File: src/rtl/rr_arbiter8_if.sv
// Request/grant bundle between eight requesters and the round-robin arbiter.
// slave  : arbiter side (takes requests, drives grants)
// master : requester side (drives requests, observes grants)
interface rr_arbiter8_if;
    logic [7:0] req;
    logic       done;
    logic [7:0] grant;
    logic [2:0] grant_idx;
    logic       grant_valid;
    logic       timeout;

    modport slave (
        input  req, done,
        output grant, grant_idx, grant_valid, timeout
    );

    modport master (
        output req, done,
        input  grant, grant_idx, grant_valid, timeout
    );
endinterface

File: src/rtl/rr_arbiter8.sv
// rr_arbiter8: round-robin arbiter sharing one resource among 8 requesters.
// A grant is registered one-hot, held until the owner releases it (done or
// dropping its request), then priority moves to the requester after the owner.
// Optional macro ARB_TIMEOUT_EN adds a hold counter that forces a release after
// MAX_HOLD grant cycles and pulses timeout; without it grants are held forever.
module rr_arbiter8 #(
    parameter logic [2:0] PTR_INIT = 3'd0
`ifdef ARB_TIMEOUT_EN
    , parameter int MAX_HOLD = 16
`endif
) (
    input  logic          clk,
    input  logic          reset,
    rr_arbiter8_if.slave  bus
);
    typedef enum logic {IDLE, GRANT} state_t;

    state_t     state_q, state_d;
    logic [7:0] grant_q, grant_d;
    logic [2:0] idx_q, idx_d;
    logic       valid_q, valid_d;
    logic [2:0] ptr_q, ptr_d;

    logic       found;
    logic [2:0] sel;
    logic       rel_normal;
    logic       expire;

    // Owner gives up the resource: explicit done or its request went away.
    assign rel_normal = bus.done | ~bus.req[idx_q];

    // First requester at or after ptr, wrapping modulo 8.
    always_comb begin
        found = 1'b0;
        sel   = ptr_q;
        for (int i = 0; i < 8; i++) begin
            if (!found && bus.req[ptr_q + 3'(i)]) begin
                found = 1'b1;
                sel   = ptr_q + 3'(i);
            end
        end
    end

`ifdef ARB_TIMEOUT_EN
    logic [7:0] hold_q;
    logic       timeout_q;

    assign expire = (hold_q == 8'(MAX_HOLD - 1));

    // Hold counter runs only while owned; timeout flags a forced (not voluntary) release.
    always_ff @(posedge clk or posedge reset) begin
        if (reset) begin
            hold_q    <= 8'd0;
            timeout_q <= 1'b0;
        end else begin
            timeout_q <= (state_q == GRANT) && expire && !rel_normal;
            if (state_q == GRANT && !rel_normal && !expire)
                hold_q <= hold_q + 8'd1;
            else
                hold_q <= 8'd0;
        end
    end

    assign bus.timeout = timeout_q;
`else
    assign expire      = 1'b0;
    assign bus.timeout = 1'b0;
`endif

    // State, grant and priority pointer registers.
    always_ff @(posedge clk or posedge reset) begin
        if (reset) begin
            state_q <= IDLE;
            grant_q <= 8'h00;
            idx_q   <= 3'd0;
            valid_q <= 1'b0;
            ptr_q   <= PTR_INIT;
        end else begin
            state_q <= state_d;
            grant_q <= grant_d;
            idx_q   <= idx_d;
            valid_q <= valid_d;
            ptr_q   <= ptr_d;
        end
    end

    // Next-state: grant from IDLE, release from GRANT. A release always lands in
    // IDLE, so there is at least one all-zero cycle between owners.
    always_comb begin
        state_d = state_q;
        grant_d = grant_q;
        idx_d   = idx_q;
        valid_d = valid_q;
        ptr_d   = ptr_q;
        case (state_q)
            IDLE: begin
                if (found) begin
                    state_d = GRANT;
                    grant_d = 8'h01 << sel;
                    idx_d   = sel;
                    valid_d = 1'b1;
                end
            end
            GRANT: begin
                if (rel_normal || expire) begin
                    state_d = IDLE;
                    grant_d = 8'h00;
                    valid_d = 1'b0;
                    ptr_d   = idx_q + 3'd1;
                end
            end
            default: state_d = IDLE;
        endcase
    end

    assign bus.grant       = grant_q;
    assign bus.grant_idx   = idx_q;
    assign bus.grant_valid = valid_q;
endmodule
File: src/flat_wrapper.sv
// flat-port wrapper written by rule: the top's interface ports become plain ports
module rr_arbiter8_flat 
#(
    parameter logic [2:0] PTR_INIT = 3'd0

)
  (clk, reset, bus_req, bus_done, bus_grant, bus_grant_idx, bus_grant_valid, bus_timeout);
  rr_arbiter8_if bus_i ();
  input  logic clk;
  input  logic reset;
  input wire logic [$bits(bus_i.req)-1:0] bus_req;
  input wire logic [$bits(bus_i.done)-1:0] bus_done;
  output wire logic [$bits(bus_i.grant)-1:0] bus_grant;
  output wire logic [$bits(bus_i.grant_idx)-1:0] bus_grant_idx;
  output wire logic [$bits(bus_i.grant_valid)-1:0] bus_grant_valid;
  output wire logic [$bits(bus_i.timeout)-1:0] bus_timeout;
  assign bus_i.req = bus_req;
  assign bus_i.done = bus_done;
  assign bus_grant = bus_i.grant;
  assign bus_grant_idx = bus_i.grant_idx;
  assign bus_grant_valid = bus_i.grant_valid;
  assign bus_timeout = bus_i.timeout;
  rr_arbiter8 #(.PTR_INIT(PTR_INIT)) u_core (.clk(clk), .reset(reset), .bus(bus_i));
endmodule
File: config.mk
export PLATFORM = sky130hd
export DESIGN_NAME = rr_arbiter8_flat
export DESIGN_NICKNAME = d
export VERILOG_FILES = /design/src/rtl/rr_arbiter8_if.sv /design/src/rtl/rr_arbiter8.sv /design/src/flat_wrapper.sv
export SDC_FILE = /design/constraint.sdc
export NUM_CORES = 1
export LEC_CHECK = 0
export ABC_AREA = 1
export BUFFER_PORTS_ARGS = -buffer_cell sky130_fd_sc_hd__buf_2
export CAP_MARGIN = 20
export CORE_MARGIN = 2
export CORE_UTILIZATION = 49
export CTS_CLUSTER_DIAMETER = 100
export DETAILED_ROUTE_END_ITERATION = 8
export PLACE_DENSITY_LB_ADDON = 0.08
export SLEW_MARGIN = 30
export SYNTH_ARGS = -nofsm -noshare
export SYNTH_HDL_FRONTEND = slang
export SYNTH_SLANG_ARGS = --single-unit
File: constraint.sdc
create_clock -name clk -period 4.65 [get_ports clk]
set_input_delay 0.2325 -clock clk [delete_from_list [all_inputs] [get_ports clk]]
set_output_delay 0.2325 -clock clk [all_outputs]
set_load 0.05 [all_outputs]
==> flow_summary.toml, run 1 <==
[layout]
regArea_um2 = 400.4
syn2layout_area_growth_pct = 9.041
drive_gt1_frac = 0.2256
num_antenna_cells = 0
multiInputGateArea_um2 = 1062
fillers = 318
finalNetCount = 281
final_cell_area_um2 = 1750
stdcell_count = 310

[floorplan]
start_util = 0.5215
die-area_um2 = 3750
die_x_um = 61.24
io_pins = 24
core.rowCount = 20
floorplan.die.height_um = 61.24
core-area_um2 = 3078

[synth]
yosysSeqAreaShare = 0.2494
ys.warnings.count = 0
synth.net_count = 260
synthTopCellsByArea = "dfrtp_1, nand2_1, nand3_1"
synth_area_um2 = 1605
ys_ff_latch = 16
synth-main-ff-cell = "dfrtp_1"
synth_cell_types = 30
synth-edff-count = 0
synthTopCellsByCount = "nand2_1, nand3_1, inv_1"
synth.most_common_cell = "nand2_1"
synth_top_area_frac = 0.2494
syn_avg_cell_area_um2 = 6.526
synth_top_cell_by_area = "dfrtp_1"
async_reset_ff_frac = 1.000
netlist_instances = 246

[worst_setup_path]
cp_top_family = "simple AND/OR/NAND/NOR gates"
worstSetupEndpointType = "register"
path_cells = "inv_2 -> ha_1 -> inv_1 -> nand3_1 -> nand3_1 -> nand2_4 -> nor2_8 -> nand4_4 -> nor2_4 -> nand2_1 -> nor2_1 -> nor2_2 -> inv_1 -> o21ai_0"
crit_arrival_ns = 3.19
crit_required_ns = 4.86
worstSetupStartpointType = "register"
path_class = "register to register"
worst-path-buf-inv = 3
reg2reg_slack_ns = 1.67
r2r-end = "u_core.bus.grant_idx[1]"
cpPeakStageDelay_ns = 0.57
crit_fanout = 14
reg2reg_depth = 14
slowest_stage = "dfrtp_1"
r2r_start = "u_core.ptr_q[0]"
critical_path_depth = 14

[clock_tree]
ctsHtreeMaxLevel = 1
path_clk_slew_ns = 0.10
clock_path_buffers = 2
root_buffer = "clkbuf_4"
clk_latency_ns = 0.29
numCtsBuffers = 3
postCtsSetupBuffers = 0
clkSinkCount = 16
cts.repair.resized = 0
cts_hold_buffers = 0
cts_tree = "built"

[run_status]
violations = "negative hold slack"
outcome = "finished, violations left"

[timing]
whs_ns = -0.003362
setup_viol = 0
tightestPinTransition_ns = 0.6057
fin_ws_ns = 1.670
finalCritPeriodShare = 0.6409
finClkSkew_ns = 0.001417
slew_viol_final = 0
fin_crit_ns = 2.980
maxSlewHeadroom = 0.5958
grt_setup_unrepaired = "false"
hold_viol_final = 16
fmax_mhz = 335.6
finalSetupTns_ns = 0

[global_routing]
antenna_found_initial = 0
grt_pass1_wl_um = 6630
grt_pass1_vias = 1493
grt_usage = 0.2368
grt_max_degree = 17
grt_remaining_overflow = 0

[drt]
first_pass_iters = 4
drtAntennaViolNets = 0
wl_per_cell_um = 12.21
drt_iter0_drc = 112
viasPerCell = 5.094
drcViolationCount = 0
via_count = 1579
routed_wirelength_um = 3785

[worst_hold_path]
hold_path.class = "primary input to async pin"

[flow_run]
max_cap_violations = 0

[place]
port_buffers = 22
place.gp.congestion = 0.8724
dp_slack_ns = 1.724
dp_hpwl_um = 3053
place_area_um2 = 1714
placedCellCount = 306
## placed cells by master, fill, tap and decap left out, types with 3 or more instances in the layout
| cell type | n |
|---|---|
| nand2_1 | 96 |
| inv_2 | 4 |
| nor2_4 | 3 |
| nand3_1 | 37 |
| inv_1 | 17 |
| nor2_1 | 8 |
| o21ai_0 | 6 |
| nand4_1 | 8 |
| nand3_2 | 5 |
| dfrtp_1 | 16 |
| clkbuf_4 | 3 |
| ha_1 | 3 |
| nor2_2 | 4 |
| buf_2 | 22 |
| nand2_2 | 10 |
| o21ai_1 | 3 |
## state kept, by name (all words and copies together) (netlist names)
register and count:
u_core.bus.grant_valid 1, u_core.state_q 1, u_core.bus.grant_idx 3, u_core.bus.grant 8, u_core.ptr_q 3
## stage by stage
step           hold WS (ns)  utilization
5_1_grt             0.05519       0.5687
4_1_cts            0.001609       0.5687
6_report          -0.003362       0.5687
3_3_place_gp         0.3285       0.5569
3_5_place_dp         0.3305       0.5569
2_1_floorplan        0.1462            -
## kinds of logic after synthesis
group,count (synthesis),share of synthesized area
AOI/OAI and AO/OA,17,0.06703
xor gates and xnor gates,2,0.01559
adders and majority gates,3,0.02339
buffers and inverters,29,0.08885
DFF,16,0.2494
muxes,2,0.01247
other,1,0.002336
and+or+nand+nor,176,0.5409
## metal layers
layer / global-route usage / vias to the layer above / routed length, µm
li1: - / 843 / -
met1: 0.3228 / 691 / 1807
met2: 0.3951 / 38 / 1760
met3: 0.02101 / 7 / 151
met4: 0.08075 / 0 / 65
met5: 0 / - / 0
## how the worst max path moves through the flow
stage	start	end	slack, ns
2_1_floorplan	u_core.ptr_q[0]	u_core.bus.grant[0]	2.27
3_3_place_gp	u_core.ptr_q[0]	u_core.bus.grant[4]	1.80
3_5_place_dp	u_core.ptr_q[0]	u_core.bus.grant[0]	1.72
5_1_grt	u_core.ptr_q[0]	u_core.bus.grant_idx[1]	1.33
4_1_cts	u_core.ptr_q[0]	u_core.bus.grant[3]	1.70
6_report	u_core.ptr_q[0]	u_core.bus.grant_idx[1]	1.67
## layout make-up
cell class | instances | area share
clock buffers | 4 | 0.02073
inverters | 23 | 0.04932
multi-input cells | 201 | 0.6069
flip-flops and latches | 16 | 0.2287
well taps | 44 | 0.03145
repair buffers | 22 | 0.06290
Power of run 1 is left out: the tool's default activity adds up to more than one toggle a clock period on the data nets, which glitch-free logic cannot reach.
==> inputs of run 2 (changes only) <==
==> constraint.sdc (replaced) <==
create_clock -name clk -period 2.54 [get_ports clk]
set_input_delay 0.127 -clock clk [delete_from_list [all_inputs] [get_ports clk]]
set_output_delay 0.127 -clock clk [all_outputs]
set_load 0.05 [all_outputs]
==> run 2 against run 1 <==
- the run now ends clean
- setup slack worse by 1.5 ns
- first-iteration DRC count grew 5.4%
- clock skew barely moved
- utilization up 6.7 points
- via count is 4.6% higher
- non-clock buffer count up 15
- register-to-register slack lost 1.5 ns
- global-route usage is 0.93 points lower
- critical path depth is 4 higher
- count of clock-buffer cells in the layout fell by 1
- final cell count grew 4.5%
- highest routed layer unchanged
==> flow_summary.toml, run 2 (same netlist as run 1, synthesis figures left out) <==
[worst_setup_path]
path_cells = "buf_4 -> buf_4 -> nand2_1 -> nand3_1 -> nand2_1 -> nand2_1 -> nand2_2 -> nand3_2 -> nor2_4 -> buf_4 -> nand4_1 -> nand2_1 -> inv_1 -> nand2_2 -> nand2_4 -> a21oi_2 -> nand3_1 -> nand2_1"
worstSetupStartpointType = "register"
cpPeakStageDelay_ns = 0.41
critPathMostFrequentCell = "nand2_1"
worstSetupEndpointType = "register"
path_class = "register to register"
crit_fanout = 7
crit_required_ns = 2.76
crit_arrival_ns = 2.59
slowest_stage = "dfrtp_1"

[layout]
largest_reg_flops = 8
syn2layout_area_growth_pct = 21.82
fillers = 311
drive_gt1_frac = 0.3179
final_common_cell = "nand2_1"
finalNetCount = 296
num_antenna_cells = 0
most-common-layout-cells = "nand2_1, nand3_1, buf_2"
final_cell_area_um2 = 1956

[floorplan]
floorplan.die.height_um = 61.24
core.rowCount = 20
die_x_um = 61.24
die-area_um2 = 3750
core-area_um2 = 3078
io_pins = 24
start_util = 0.5215

[place]
port_buffers = 22
place.gp.congestion = 0.8872
place_area_um2 = 1789
dp_hpwl_um = 3189

[worst_hold_path]
hold_path.class = "primary input to register"

[timing]
finClkSkew_ns = 0.001752
fin_crit_ns = 2.369
fmax_mhz = 422.1
hold_viol_final = 0
slew_viol_final = 0
finalCritPeriodShare = 0.9326
tightestPinTransition_ns = 0.5841
maxSlewHeadroom = 0.6102
setup_viol = 0

[drt]
viasPerCell = 5.099
wl_per_cell_um = 12.42
via_count = 1652
drtAntennaViolNets = 0
drcViolationCount = 0
routed_wirelength_um = 4023
first_pass_iters = 4
drt_iter0_drc = 118

[clock_tree]
ctsHtreeMaxLevel = 1
path_clk_slew_ns = 0.08
clock_path_buffers = 2
root_buffer = "clkbuf_4"
clk_latency_ns = 0.27
clkSinkCount = 16
numCtsBuffers = 3
cts_tree = "built"

[global_routing]
grt_remaining_overflow = 0
grt_max_degree = 17
use_met2 = 0.3951
grt.met1_usage = 0.3145
grt_pass1_vias = 1456
antenna_found_initial = 0
top_usage_layer = "met2"
grt_usage = 0.2275
grt_pass1_wl_um = 6410
use_met3 = 0.006303

[run_status]
outcome = "complete, no violations"

[flow_run]
max_cap_violations = 0
==> run 2: final cells by class <==
class	count	area (µm²)	area share
multi-input combinational	201	1155	0.5905
clock buffer	3	22.52	0.01152
timing repair buffer	37	236.5	0.1209
inverter	23	86.33	0.04415
tap	44	55.05	0.02815
sequential	16	400.4	0.2047
==> run 2: worst max-delay path, delay by kind of cell, from the launching register on <==
family          cells  cell delay (ns)
buf+inv             4             0.49
flops               1             0.41
compound gates      1             0.15
simple gates       13             1.25
==> run 2: layer usage <==
layer | share of wire | up-vias
met5 | 0 | -
met4 | 0.0092 | 0
met3 | 0.037 | 4
met2 | 0.50 | 31
met1 | 0.46 | 744
li1 | - | 873
==> run 2: per-stage QoR <==
step	util	TNS (ns)	hold slack, ns	setup WS, ns	instances
after floorplan	-	0	0.04074	0.1569	246
after global placement	0.5813	0	0.2116	0.1621	316
after detailed placement	0.5813	0	0.2138	0.1201	316
after CTS	0.5919	0	0.3137	0.1081	320
after global routing	0.6354	-0.01101	0.3676	-0.01101	324
final	0.6354	0	0.3135	0.1712	324
==> run 2: path summary, 6_finish.rpt <==
kind | end | startpoint | slack [ns] | cells after the start
max reg2reg | u_core.bus.grant[4] | u_core.ptr_q[0] | 0.17 | 18
max | u_core.bus.grant[4] | u_core.ptr_q[0] | 0.17 | 18
min | u_core.bus.grant_valid | bus_done | 0.31 | 5
min reg2reg | u_core.bus.grant[5] | u_core.bus.grant[5] | 0.48 | 2
min in group asynchronous | u_core.bus.grant_idx[2] | reset | 0.46 | 3
max in group asynchronous | u_core.ptr_q[1] | reset | 1.71 | 3
==> run 2: what timing repair did <==
action,CTS,global route
hold buffers,1,0
setup endpoints to repair,0,12
endpoints found under the hold margin,16,0
resized for setup,0,25
setup buffers,0,4
Power of run 2 is left out for the same reason.
==> inputs of run 3 (changes only) <==
--- a/config.mk
+++ b/config.mk
@@ -5,7 +5,6 @@
 export SDC_FILE = /design/constraint.sdc
 export NUM_CORES = 1
 export LEC_CHECK = 0
-export ABC_AREA = 1
 export BUFFER_PORTS_ARGS = -buffer_cell sky130_fd_sc_hd__buf_2
 export CAP_MARGIN = 20
 export CORE_MARGIN = 2
==> run 3 against run 2 <==
- the run now ends with negative setup slack left
- sequential share of layout area down 5.7 points
- via count up 8.1%
- largest cell class unchanged
- first-iteration DRC count unchanged
- setup slack worse by 0.71 ns
- area after synthesis up 14%
- die area up 13%
- highest routed layer unchanged
- fmax down 23%
- utilization up 11 points
- global-route usage up 3.9 points
- clock skew down 0.00058 ns
==> flow_summary.toml, run 3 <==
[run_status]
outcome = "finished, violations left"
violations = "negative setup slack"

[drt]
first_pass_iters = 4
routed_wirelength_um = 5392
wl_per_cell_um = 17.97
viasPerCell = 5.950
drtAntennaViolNets = 0
via_count = 1785
drcViolationCount = 0
drt_iter0_drc = 118

[layout]
drive_gt1_frac = 0.5913
num_antenna_cells = 0
final_common_cell = "buf_4"
syn2layout_area_growth_pct = 48.16
finalNetCount = 267
most-common-layout-cells = "buf_4, buf_2, mux4_2, dfrtp_1, buf_6"
largest_reg_flops = 8

[timing]
finalCritPeriodShare = 1.211
maxSlewHeadroom = 0.6018
fin_ws_ns = -0.5371
finalSetupTns_ns = -5.918
slew_viol_final = 0
tightestPinTransition_ns = 0.5966
fmax_mhz = 325.0
fin_crit_ns = 3.077
grt_setup_unrepaired = "true"
setup_viol = 13
finClkSkew_ns = 0.001169
hold_viol_final = 0

[worst_setup_path]
path_cells = "clkinv_8 -> ha_4 -> buf_4 -> mux4_2 -> mux2i_4 -> nor2_1 -> a31oi_1 -> nand4_1 -> a221oi_4 -> nor2b_4 -> a22o_1"
cpPeakStageDelay_ns = 0.54
worstSetupEndpointType = "register"
cp_top_family = "multiplexers"
crit_fanout = 6
worst-path-buf-inv = 2
slowest_stage = "mux4_2"
path_class = "register to register"
worstSetupStartpointType = "register"
crit_arrival_ns = 3.26
crit_required_ns = 2.73

[synth]
yosysSeqAreaShare = 0.2180
ys.warnings.count = 0
synth_top_area_frac = 0.2180
netlist_instances = 168
synth_top_cell_by_area = "dfrtp_1"
async_reset_ff_frac = 1.000
synthTopCellsByArea = "dfrtp_1, mux4_2, mux2_2"
synth.most_common_cell = "dfrtp_1"
synth-main-ff-cell = "dfrtp_1"
synth_cell_types = 58
syn_avg_cell_area_um2 = 10.93
synth_area_um2 = 1837
synth.net_count = 182
synth-edff-count = 0
synthTopCellsByCount = "dfrtp_1, mux4_2, nand2_1, nor2_1, mux2_2"
ys_ff_latch = 16

[clock_tree]
clock_path_buffers = 2
cts_tree = "built"
ctsHtreeMaxLevel = 1
root_buffer = "clkbuf_8"
path_clk_slew_ns = 0.06
clk_latency_ns = 0.25
numCtsBuffers = 3
clkSinkCount = 16

[global_routing]
grt_remaining_overflow = 0
grt_usage = 0.2662
grt_max_degree = 17
grt_pass1_vias = 1841
grt_pass1_wl_um = 8769
antenna_found_initial = 0

[flow_run]
max_cap_violations = 0

[floorplan]
floorplan.die.height_um = 65.23
core.rowCount = 22
die_x_um = 65.23
die-area_um2 = 4254
io_pins = 24
start_util = 0.5055
core-area_um2 = 3633

[place]
dp_hpwl_um = 4001
port_buffers = 22
place.gp.congestion = 0.8440

[worst_hold_path]
hold_path.class = "primary input to register"
-- run 3: cell types whose count changed in the layout (fill, tap and decap cells not counted), sizes merged, moves of 6 or more --
cell	change
mux2	+9
buf	+54
mux4	+15
nand2	-99
inv	-14
nand4	-7
nor2	-6
nand3	-40
-- run 3: what timing repair did --
item,CTS,global route
gates resized for setup,20,11
setup endpoints to repair,13,13
hold buffers,1,0
endpoints found under the hold margin,16,0
pin swaps,7,11
setup buffers,5,9
-- run 3: path summary, 6_finish.rpt --
| path | start | endpoint | slack [ns] | depth (start not counted) |
|---|---|---|---|---|
| setup / recovery | u_core.ptr_q[0] | u_core.bus.grant[6] | -0.54 | 11 |
| hold / removal | bus_done | u_core.state_q | 0.36 | 3 |
| setup reg to reg | u_core.ptr_q[0] | u_core.bus.grant[6] | -0.54 | 11 |
| hold reg to reg | u_core.bus.grant_valid | u_core.bus.grant_valid | 0.49 | 1 |
| max in group asynchronous | reset | u_core.ptr_q[0] | 1.63 | 3 |
| min in group asynchronous | reset | u_core.ptr_q[2] | 0.49 | 3 |
-- run 3: cells by family after synthesis --
logic type	count (synthesis)	share of synthesized area
compound gates	53	0.2609
other cells	1	0.002042
buf+inv	19	0.06335
simple gates	38	0.1042
mux	31	0.2977
fa+ha+maj	3	0.02044
flops	16	0.2180
xor+xnor	7	0.03338
-- run 3: per-layer routing --
metal,vias to the layer above,part of all wire,GRT usage
met5,-,0,0
met2,71,0.53,0.4783
met1,872,0.40,0.3304
met4,0,0.027,0.1042
met3,12,0.045,0.02226
li1,830,-,-
-- run 3: worst register-to-register path, stage by stage, from the launching register on --
cell      delay [ns]
dfrtp_2         0.44
clkinv_8        0.06
ha_4            0.30
buf_4           0.15
mux4_2          0.55
mux2i_4         0.24
nor2_1          0.09
a31oi_1         0.20
nand4_1         0.18
a221oi_4        0.44
nor2b_4         0.22
a22o_1          0.14
-- run 3: cell type report --
cell class / instances / area (µm²)
clock buffer: 4 / 55.05
fill: 256 / 912.1
multi-input combinational: 133 / 1481
tap: 48 / 60.06
inverter: 8 / 42.54
sequential: 16 / 401.6
timing repair buffer: 91 / 680.7
-- run 3: per-stage QoR --
stage	util	cell area (µm²)	instances	hold WS, ns	setup slack, ns
5_1_grt	0.7490	2721	300	0.3884	-0.6631
2_1_floorplan	-	1919	168	0.04074	-0.6600
3_5_place_dp	0.6636	2411	281	0.2201	-0.6962
6_report	0.7490	2721	300	0.3613	-0.5371
4_1_cts	0.7183	2610	291	0.3691	-0.5561
3_3_place_gp	0.6636	2411	281	0.1950	-0.5847
Power of run 3 is left out for the same reason.
